**src/rtl/logic_gate_unit.sv**
```systemverilog
// Streaming bitwise reduce unit (AND/OR/XOR, inverted forms, PASS) with burst accumulation.
// Define LOGIC_GATE_UNIT_PARITY_EN to add a registered even-parity output.
module logic_gate_unit #(
   parameter int WIDTH  = 8,
   parameter int NUM_IN = 2
) (
   input  logic                    clk,
   input  logic                    rst_n,
   input  logic [2:0]              op,
   input  logic                    acc_en,
   input  logic                    in_valid,
   output logic                    in_ready,
   input  logic [NUM_IN*WIDTH-1:0] in_data,
   input  logic                    in_last,
   output logic                    out_valid,
   input  logic                    out_ready,
   output logic [WIDTH-1:0]        out_data
`ifdef LOGIC_GATE_UNIT_PARITY_EN
   ,
   output logic                    out_parity
`endif
);

   typedef enum logic [1:0] {IDLE, ACC, HOLD} state_t;

   state_t           state;
   state_t           state_nxt;
   logic [2:0]       op_q;
   logic             acc_q;
   logic [WIDTH-1:0] acc;
   logic [WIDTH-1:0] acc_nxt;
   logic [WIDTH-1:0] data_nxt;
   logic             fire;
   logic             start;
   logic             last_beat;
   logic [2:0]       cur_op;
   logic             cur_acc;
   logic             use_and;
   logic             use_or;
   logic             use_xor;
   logic             inv;
   logic             pass;
   logic [WIDTH-1:0] op0;
   logic [WIDTH-1:0] red;
   logic [WIDTH-1:0] comb;
   logic [WIDTH-1:0] fin;

   assign out_valid = (state == HOLD);
   assign in_ready  = rst_n & (~out_valid | out_ready);
   assign fire      = in_valid & in_ready;
   // A beat accepted outside ACC opens a new burst and samples op/acc_en.
   assign start     = fire & (state != ACC);
   assign cur_op    = start ? op : op_q;
   assign cur_acc   = start ? acc_en : acc_q;
   assign last_beat = ~cur_acc | in_last;
   assign op0       = in_data[WIDTH-1:0];

   always_comb begin
      use_and = 1'b0;
      use_or  = 1'b0;
      use_xor = 1'b0;
      inv     = 1'b0;
      pass    = 1'b0;
      unique case (1'b1)
         (cur_op == 3'd0): use_and = 1'b1;
         (cur_op == 3'd1): use_or  = 1'b1;
         (cur_op == 3'd2): use_xor = 1'b1;
         (cur_op == 3'd3): begin use_and = 1'b1; inv = 1'b1; end
         (cur_op == 3'd4): begin use_or  = 1'b1; inv = 1'b1; end
         (cur_op == 3'd5): begin use_xor = 1'b1; inv = 1'b1; end
         default:          pass = 1'b1;
      endcase
   end

   always_comb begin
      red = op0;
      for (int k = 1; k < NUM_IN; k++) begin
         unique case (1'b1)
            use_and: red = red & in_data[k*WIDTH +: WIDTH];
            use_or:  red = red | in_data[k*WIDTH +: WIDTH];
            use_xor: red = red ^ in_data[k*WIDTH +: WIDTH];
            default: ;
         endcase
      end
      comb = red;
      if (!start) begin
         unique case (1'b1)
            use_and: comb = acc & red;
            use_or:  comb = acc | red;
            use_xor: comb = acc ^ red;
            default: ;
         endcase
      end
      if (pass) comb = op0;
      fin = inv ? ~comb : comb;
   end

   always_comb begin
      state_nxt = state;
      acc_nxt   = acc;
      data_nxt  = out_data;
      if (out_valid && out_ready) state_nxt = IDLE;
      if (fire) begin
         if (last_beat) begin
            data_nxt  = fin;
            state_nxt = HOLD;
         end else begin
            acc_nxt   = comb;
            state_nxt = ACC;
         end
      end
   end

   always_ff @(posedge clk or negedge rst_n) begin
      if (!rst_n) begin
         state    <= IDLE;
         acc      <= '0;
         out_data <= '0;
         op_q     <= 3'd0;
         acc_q    <= 1'b0;
      end else begin
         state    <= state_nxt;
         acc      <= acc_nxt;
         out_data <= data_nxt;
         if (start) begin
            op_q  <= op;
            acc_q <= acc_en;
         end
      end
   end

`ifdef LOGIC_GATE_UNIT_PARITY_EN
   always_ff @(posedge clk or negedge rst_n) begin
      if (!rst_n) out_parity <= 1'b0;
      else        out_parity <= ^data_nxt;
   end
`endif

endmodule

```
**config.mk**
```make
export PLATFORM = sky130hd
export DESIGN_NAME = logic_gate_unit
export DESIGN_NICKNAME = d
export VERILOG_FILES = /design/src/rtl/logic_gate_unit.sv
export SDC_FILE = /design/constraint.sdc
export NUM_CORES = 1
export LEC_CHECK = 0
export ABC_AREA = 0
export BUFFER_PORTS_ARGS = -buffer_cell sky130_fd_sc_hd__buf_2
export CAP_MARGIN = 10
export CORE_UTILIZATION = 45
export DETAILED_ROUTE_END_ITERATION = 10
export PLACE_DENSITY_LB_ADDON = 0.08
export SYNTH_ARGS = -nofsm -noshare
export SYNTH_HDL_FRONTEND = slang
export SYNTH_SLANG_ARGS = --single-unit
```
**constraint.sdc**
```tcl
create_clock -name clk -period 3.31 [get_ports clk]
set_clock_uncertainty 0.1 [all_clocks]
set_input_delay 0.4965 -clock clk [delete_from_list [all_inputs] [get_ports clk]]
set_output_delay 0.4965 -clock clk [all_outputs]
set_load 0.01 [all_outputs]
```
### Yosys cells after proc, flatten, opt, wreduce, memory -nomap -nowiden

Cells that the tools add are included.

| cells by class | value |
|---|---|
| eq/ne operators | 7 |
| muxes and demuxes | 14 |
| bitwise logic cells | 15 |
| reductions and logical operators | 10 |

Operators by type and width:

| kind | number |
|---|---|
| 8-bit one-hot mux with 3 select lines | 2 |
| 8-bit two-way mux | 3 |
| 8-bit bitwise AND | 2 |
| 8-bit bitwise OR | 2 |
| 8-bit bitwise XOR | 2 |
| 8-bit NOT | 1 |
| 3-bit by 2-bit equality test with 1-bit output, second input constant | 2 |
| 3-bit equality test, second input constant | 2 |
| 2-bit two-way mux | 3 |
| 2-bit OR reduction | 3 |
| 6-bit OR reduction | 1 |
| 1-bit two-way mux | 5 |
| 2-bit AND reduction | 2 |
| 1-bit bitwise AND | 3 |
| 3-bit by 1-bit equality test with 1-bit output, second input constant | 1 |
| 3-bit logical NOT | 1 |
| 3-bit two-way mux | 1 |
| 1-bit NOT | 3 |
| 3-bit OR reduction | 1 |
| 2-bit equality test, second input constant | 1 |
| 2-bit by 1-bit != test with 1-bit output, second input constant | 1 |
| 1-bit bitwise OR | 2 |
| 2-bit nonzero test | 1 |
| 1-bit logical AND | 1 |

| word-level totals | value |
|---|---|
| flip-flop bits (word level) | 22 |
| bits of input ports | 25 |
| output and inout bits | 10 |

### Logic depth before layout (Yosys ltp)

Gate-level depths: netlist (run 1).

| depth | value |
|---|---|
| word-level depth | 17 |
| depth in mapped cells | 17 |

### Worst setup path after synthesis (run 1)

Ideal clock, no wire load.

| timing | value |
|---|---|
| path kind | in2reg |
| from | input in_valid |
| to | register out_data[1] |
| setup time | 0.124 ns |
| arrival time | 3.039 ns |
| required time | 3.086 ns |
| path slack | 0.047 ns |
| stages | 15 |
| cell sequence | nand2_1 nor3_4 mux2i_4 mux2i_1 and3_1 nor3_1 inv_1 ha_1 nand3_1 o31ai_1 nor4_1 a311oi_1 o31ai_1 xnor2_1 o21ai_1 |

| between the ends | value |
|---|---|
| cells in the longest elaborated chain, start to end | 13 |

RTL lines:

| element | line | RTL |
|---|---|---|
| from (decl) | 11 | `input logic in_valid,` |
| 1-bit bitwise AND * | 50 | `assign fire = in_valid & in_ready;` |
| 1-bit bitwise AND | 52 | `assign start = fire & (state != ACC);` |
| 3-bit two-way mux | -- |  |
| 3-bit by 2-bit equality test with 1-bit output, or another cell as far along | 67 | `(cur_op == 3'd2): use_xor = 1'b1;` |
| 2-bit OR reduction (no line) | -- |  |
| 1-bit two-way mux | 64 | `unique case (1'b1)` |
| 8-bit one-hot mux with 3 select lines | 78 | `unique case (1'b1)` |
| 8-bit bitwise XOR, or another cell as far along | 90 | `use_xor: comb = acc ^ red;` |
| 8-bit one-hot mux with 3 select lines | 87 | `unique case (1'b1)` |
| 8-bit two-way mux | 86 | `if (!start) begin` |
| 8-bit two-way mux | 94 | `if (pass) comb = op0;` |
| 8-bit NOT | 95 | `fin = inv ? ~comb : comb;` |
| 8-bit two-way mux | 95 |  |
| to (signal assigned) | 124 | `out_data <= data_nxt;` |
| to (decl) | 17 | `output logic [WIDTH-1:0] out_data` |

Every way passes the cells marked *; elsewhere a longest branch is shown, timed or not.
A chain may end at the register's enable or synchronous reset.

### Worst setup path after layout (run 1)

| timing | value |
|---|---|
| from | register state[1] |
| to | register out_data[4] |

| between the ends | value |
|---|---|
| cells in the longest elaborated chain, start to end | 17 |

RTL lines:

| element | line | RTL |
|---|---|---|
| from (decl) | 26 | `state_t state;` |
| from (signal assigned) | 122 | `state <= state_nxt;` |
| 2-bit equality test | 48 | `assign out_valid = (state == HOLD);` |
| 1-bit NOT | 49 | `assign in_ready = rst_n & (~out_valid \| out_ready);` |
| 1-bit bitwise OR | 49 |  |
| 1-bit bitwise AND | 49 |  |
| 1-bit bitwise AND | 50 |  |
| 1-bit bitwise AND | 52 |  |
| 3-bit two-way mux | -- |  |
| 3-bit by 2-bit equality test with 1-bit output, or another cell as far along | 67 |  |
| 2-bit OR reduction (no line) | -- |  |
| 1-bit two-way mux | 64 |  |
| 8-bit one-hot mux with 3 select lines | 78 |  |
| 8-bit bitwise XOR, or another cell as far along | 90 |  |
| 8-bit one-hot mux with 3 select lines | 87 |  |
| 8-bit two-way mux | 86 |  |
| 8-bit two-way mux | 94 |  |
| 8-bit NOT | 95 |  |
| 8-bit two-way mux | 95 |  |

Several ways; a longest one is shown, not always the timed one.

==> results.tsv, run 1 <==
stage	metric	value	unit
final_layout	nets	580	
final_layout	layout cells sized above 1	0.411	
floorplan	die area	7280	um^2
routing	Post-route DRC	0	
timing	Slew Viols, Final	0	
timing	final hold viol count	0	
grt	initial antenna violation count	0	
timing	final count of negative-setup-slack endpoints	0	
synthesis	Mapped Area	3120	um^2
clocking	CTS Buffer Depth	2	
placed_design	GPL Wtd Cong	0.912	
clocking	worst skew pair latency	0.27	ns
final_layout	Antenna Diode Count	0	
power_and_ir_drop	leakage power	2.11	nW
routing	post-route ant nets	0	
power_and_ir_drop	total power	2.98	mW
timing	Max-slew headroom	0.704	
timing	peak clock frequency supported by timing	0.306	GHz
worst_setup_path	CP endpoint kind	flop	
placed_design	dpl hpwl	8050	um
power_and_ir_drop	Seq pwr share	0.170	
floorplan	# IOs	35	
synthesis	count leader, synth	inv_1	
floorplan	area of the core	6530	um^2
worst_setup_path	Worst EP arrival	3.33	ns
power_and_ir_drop	switching share of total power	0.460	
floorplan	Die X	85.3	um
synthesis	flops & latches, synth	22	
synthesis	post-synthesis cell count	409	
floorplan	floorplan row count	29	
grt	first-pass GRT wire length	16300	um
clocking	CTS tree	done	
synthesis	sequential area share after synthesis	0.176	
worst_setup_path	crit start category	flop	
clocking	Num CTS Buffers	3	
final_layout	Register Area	553	um^2
timing	Tcrit/Tclk final	0.989	
final_layout	Fillers	559	
final_layout	area grow syn2layout	43.3	%
synthesis	share of the synthesized area in the top cell type	0.176	
synthesis	post-synth top area cell	dfrtp_1	
final_layout	fin util	0.685	
worst_setup_path	r2r setup slk	0.04	ns
routing	vias per cell	5.92	
status	status	finished clean	
synthesis	Top FF cell, synth	dfrtp_1	
power_and_ir_drop	power per cell area	666	nW/um^2
grt	vias in the first global route	3207	
power_and_ir_drop	VDD IR max	471	uV
grt	GRT Total Usage	0.281	
clocking	clk slew on worst S/H paths	0.08	ns
timing	pin slew with the least headroom to its limit	0.432	ns
routing	drt pass-1 iters	5	
routing	WL/cell	18.1	um
synthesis	Yosys cell types	72	
floorplan	Initial Util	0.478	
timing	Hold Slack	0.251	ns
synthesis	Post-synth EDFFs	0	
clocking	CTS H-tree lvls	1	
clocking	clock sinks	22	
power_and_ir_drop	combinational group share of total power	0.774	
synthesis	Commonest cells post-synth	inv_1, nand2_1, ha_1	
worst_setup_path	Worst Setup Path Type	reg2reg	
routing	routed via count	3538	
timing	unrepaired setup endpoints after global routing	yes	
routing	DR iter-0 viols	300	
floorplan	DIE HEIGHT	85.3	um
synthesis	Post-Syn Nets	466	
placed_design	I/O Buffers	34	
routing	WL final	10800	um
synthesis	synth warn	0	
final_layout	Multi-input gate area	2650	um^2
worst_setup_path	worst-path maximum fanout	5	
timing	Tmin final	3.27	ns
grt	largest net degree at the start of global routing	24	
synthesis	most area-consuming cells after synthesis	dfrtp_1, ha_1, inv_1, mux2i_1, nand2_1	
power_and_ir_drop	Cell Int Power	1.61	mW
clocking	clock root buffer	clkbuf_8	
synthesis	Avg Inst Size Synth	7.64	um^2
grt	remaining global-route overflow	0	
clocking	Post-CTS Hold Fix Bufs	0	
power_and_ir_drop	NetSw	1.37	mW
synthesis	Post-synth ARST share	1.00	
power_and_ir_drop	Clock Power Share	0.056	
worst_hold_path	Worst Hold Class	in2async	
worst_setup_path	Req. time, crit path	3.37	ns
flow_run	max cap viols	0	
-- path summary, 6_finish.rpt --
kind,end,start,depth (start not counted)
max,out_data[4],state[1],16
min,out_data[4],rst_n,3
max reg2reg,out_data[4],state[1],16
min reg2reg,out_data[4],out_data[4],2
max in group asynchronous,state[0],rst_n,3
min in group clk,out_data[4],out_data[4],2
-- cell usage in the layout, fill, tap and decap left out, types with 5 or more instances in the layout --
cell       n
nor3_1    12
buf_6      8
inv_1     42
buf_2     34
o211ai_1  10
o31ai_2    5
a21oi_1   19
o21ai_2    5
buf_4     88
nand2b_1   9
nor2b_1    8
xnor2_1    8
o21ai_1    7
o21ai_0   14
nor2_1    25
nand2_1   36
ha_1      26
dfrtp_1   20
ha_4       6
mux2i_1   14
-- state kept, by name, indices dropped and copies added (netlist names) --
name / cells
acc_q: 1
out_data: 8
state: 2
op_q: 3
acc: 8
-- per-layer routing --
metal,share of wire,vias to the layer above,global-route usage
met1,0.46,1688,0.426
met5,0,-,0
li1,-,1694,-
met3,0.061,19,0.0136
met4,0.015,0,0.0515
met2,0.46,137,0.446
-- worst max-delay path, cell delays in order (launching register included) --
cell	delay (ns)
dfrtp_2	0.44
or3b_4	0.30
nand3_4	0.11
buf_6	0.16
buf_4	0.14
nor3_1	0.31
o41ai_4	0.14
o31ai_1	0.09
a21o_1	0.16
inv_2	0.05
ha_4	0.15
nor3_1	0.28
nor2_1	0.09
a32o_1	0.26
a21oi_2	0.15
xnor2_1	0.16
o21ai_2	0.06
-- through the flow --
step                cells  cell area [um^2]  TNS, ns  worst slack (ns)
floorplan             409              3120        0            0.0465
global placement      579              3910    -3.09            -0.427
detailed placement    579              3910    -3.57            -0.439
CTS                   583              4000  -0.0957           -0.0495
global route          598              4470   -0.813            -0.159
finish                598              4470        0            0.0380
-- cell type report --
cell class	count	share of cell area
Clock buffer	3	0.00923
Inverter	46	0.0386
Multi-Input combinational cell	318	0.592
Sequential cell	22	0.124
Tap cell	77	0.0215
Timing Repair Buffer	132	0.215
-- logic make-up (layout without fill, tap and decap cells) --
logic type	Yosys count	in the layout	synth area share
buf+inv	69	181	0.0905
flops	22	22	0.176
fa+ha+maj	32	32	0.128
xor+xnor	9	9	0.0252
simple gates	134	134	0.224
mux	21	21	0.0741
compound gates	122	122	0.281
-- what timing repair did --
item | CTS | global route
buffers inserted | 3 | 17
resized for setup | 12 | 75
pin swaps | 10 | 52
setup endpoints to repair | 15 | 16
-- power by group through the flow --
stage / combinational, mW / sequential [mW] / clock [mW]
2_1_floorplan: 1.13 / 0.474 / 0
3_3_place_gp: 1.77 / 0.493 / 0
3_5_place_dp: 1.81 / 0.496 / 0
4_1_cts: 1.85 / 0.494 / 0.167
5_1_grt: 2.48 / 0.518 / 0.175
6_report: 2.31 / 0.506 / 0.166
(Power assumes the default switching activity.)
==> run 2: changes to the inputs <==
--- a/config.mk
+++ b/config.mk
@@ -6,9 +6,11 @@
 export NUM_CORES = 1
 export LEC_CHECK = 0
 export ABC_AREA = 0
-export BUFFER_PORTS_ARGS = -buffer_cell sky130_fd_sc_hd__buf_2
+export BUFFER_PORTS_ARGS = -buffer_cell sky130_fd_sc_hd__buf_4
 export CAP_MARGIN = 10
-export CORE_UTILIZATION = 45
+export CELL_PAD_IN_SITES_DETAIL_PLACEMENT = 0
+export CELL_PAD_IN_SITES_GLOBAL_PLACEMENT = 1
+export CORE_UTILIZATION = 40
 export DETAILED_ROUTE_END_ITERATION = 10
 export PLACE_DENSITY_LB_ADDON = 0.08
 export SYNTH_ARGS = -nofsm -noshare
==> run 2 against run 1 <==
  * The flow now finishes with violations (setup timing)
  * Non-clock buffer count is 2 lower
  * First-iteration DRC count is 52% lower
  * Largest cell class unchanged
  * Utilization is 6.9 points lower
  * Power rose by 0.96%
  * Critical path depth grew 1
  * Cell area increased by 2.0%
  * Global-route usage fell by 2.4 points
  * Sequential share of layout area fell by 0.30 points
==> results.tsv, run 2 (same netlist as run 1, synthesis figures left out) <==
stage	metric	value	unit
status	status	complete, but fails checks	
status	failing checks	setup timing	
final_layout	biggest regs	acc (8), out_data (8), op_q (3)	
clocking	clock sinks	22	
power_and_ir_drop	leakage power	2.13	nW
worst_setup_path	CP peak stage delay	0.43	ns
final_layout	Fillers	687	
clocking	CTS tree	done	
timing	setup ws final	-0.0281	ns
floorplan	die area	8160	um^2
routing	DR iter-0 viols	145	
routing	WL/cell	17.2	um
worst_hold_path	Worst Hold Class	in2async	
timing	final count of negative-setup-slack endpoints	3	
worst_setup_path	Worst EP arrival	3.37	ns
power_and_ir_drop	power per cell area	659	nW/um^2
grt	vias in the first global route	3254	
final_layout	nets	578	
floorplan	Initial Util	0.422	
grt	GRT Total Usage	0.257	
clocking	worst skew pair latency	0.28	ns
worst_setup_path	cell family with most CP delay	compound AO/OA/AOI/OAI gates	
final_layout	most frequent cells in the layout	buf_4, inv_1, nand2_1, ha_1, nor2_1	
floorplan	Die X	90.4	um
power_and_ir_drop	VDD IR max	329	uV
worst_setup_path	Crit-path slowest cell	dfrtp_1	
placed_design	GPL Wtd Cong	0.900	
routing	vias per cell	5.63	
clocking	clk slew on worst S/H paths	0.10	ns
final_layout	area grow syn2layout	46.2	%
final_layout	commonest non-fill, non-tap cell in the layout	buf_4	
clocking	clock root buffer	clkbuf_8	
worst_setup_path	crit start category	flop	
clocking	CTS Buffer Depth	2	
placed_design	Place WS	-0.417	ns
clocking	Num CTS Buffers	3	
floorplan	area of the core	7410	um^2
timing	Tmin final	3.34	ns
routing	Post-route DRC	0	
final_layout	fin util	0.616	
routing	routed via count	3482	
final_layout	layout cells sized above 1	0.398	
clocking	Post-CTS Hold Fix Bufs	0	
placed_design	DP Cell Count	599	
timing	peak clock frequency supported by timing	0.300	GHz
final_layout	Register Area	551	um^2
timing	final hold viol count	0	
worst_setup_path	worst-path maximum fanout	5	
floorplan	DIE HEIGHT	90.4	um
final_layout	Final Non-Filler Cells	619	
grt	remaining global-route overflow	0	
floorplan	# IOs	35	
timing	Tcrit/Tclk final	1.01	
routing	WL final	10700	um
grt	first-pass GRT wire length	16800	um
timing	pin slew with the least headroom to its limit	0.731	ns
routing	drt pass-1 iters	5	
worst_setup_path	r2r setup slk	-0.03	ns
flow_run	max cap viols	0	
worst_setup_path	CP bufs+invs	5	
worst_setup_path	critical path cell sequence	buf_6, nor3b_4, buf_6, nor3_4, buf_4, buf_6, or3_1, a21oi_1, nor4_2, inv_1, ha_4, a2bb2oi_2, o211ai_1, a311oi_1, a211o_1, xnor2_1, o21ai_1	
final_layout	Antenna Diode Count	0	
timing	Slew Viols, Final	0	
worst_setup_path	Req. time, crit path	3.34	ns
floorplan	floorplan row count	31	
timing	unrepaired setup endpoints after global routing	yes	
clocking	CTS H-tree lvls	1	
worst_setup_path	CP endpoint kind	flop	
routing	post-route ant nets	0	
placed_design	I/O Buffers	34	
placed_design	dpl hpwl	8330	um
grt	largest net degree at the start of global routing	19	
final_layout	Multi-input gate area	2640	um^2
grt	initial antenna violation count	0	
worst_setup_path	Worst Setup Path Type	reg2reg	
timing	Max-slew headroom	0.513	
worst_setup_path	CP dominant cell by count	buf_6	
-- run 2: stage by stage --
step	total power [mW]	setup TNS, ns	hold slack, ns	area [um^2]
4_1_cts	2.68	-0.0924	0.0384	4230
2_1_floorplan	1.61	0	0.101	3120
3_3_place_gp	2.31	-3.01	0.351	4020
3_5_place_dp	2.33	-3.53	0.346	4020
6_report	3.01	-0.0333	0.0404	4560
5_1_grt	3.24	-1.53	0.0423	4560
-- run 2: metal layers --
layer,routed length [um],global-route usage
met1,4980,0.354
met2,4850,0.414
met3,584,0.0387
met4,249,0.0753
met5,0,0
-- run 2: final cells by class --
type                       instances  share of cell area
timing repair buffer             130               0.223
sequential                        22               0.121
inverter                          46              0.0378
multi-input combinational        318               0.579
clock buffer                       4              0.0121
tap                               99              0.0271
-- run 2: path summary, 6_finish.rpt --
check,startpoint,endpoint,cells past startpoint
max reg2reg,state[0],out_data[7],17
max,state[0],out_data[7],17
max in group asynchronous,rst_n,acc[5],2
min reg2reg,out_data[1],out_data[1],2
min,rst_n,acc[2],2
min in group clk,out_data[1],out_data[1],2
-- run 2: timing repair --
action | in CTS | in global routing
setup buffers | 5 | 14
endpoints found under the setup margin | 13 | 16
pin swaps | 13 | 42
resized for setup | 27 | 55
-- run 2: report_power, final --
group          internal (mW)  switching [mW]  total, mW
sequential             0.381           0.106      0.488
clock                  0.107           0.109      0.216
combinational           1.16            1.14       2.30
total                   1.65            1.36       3.01
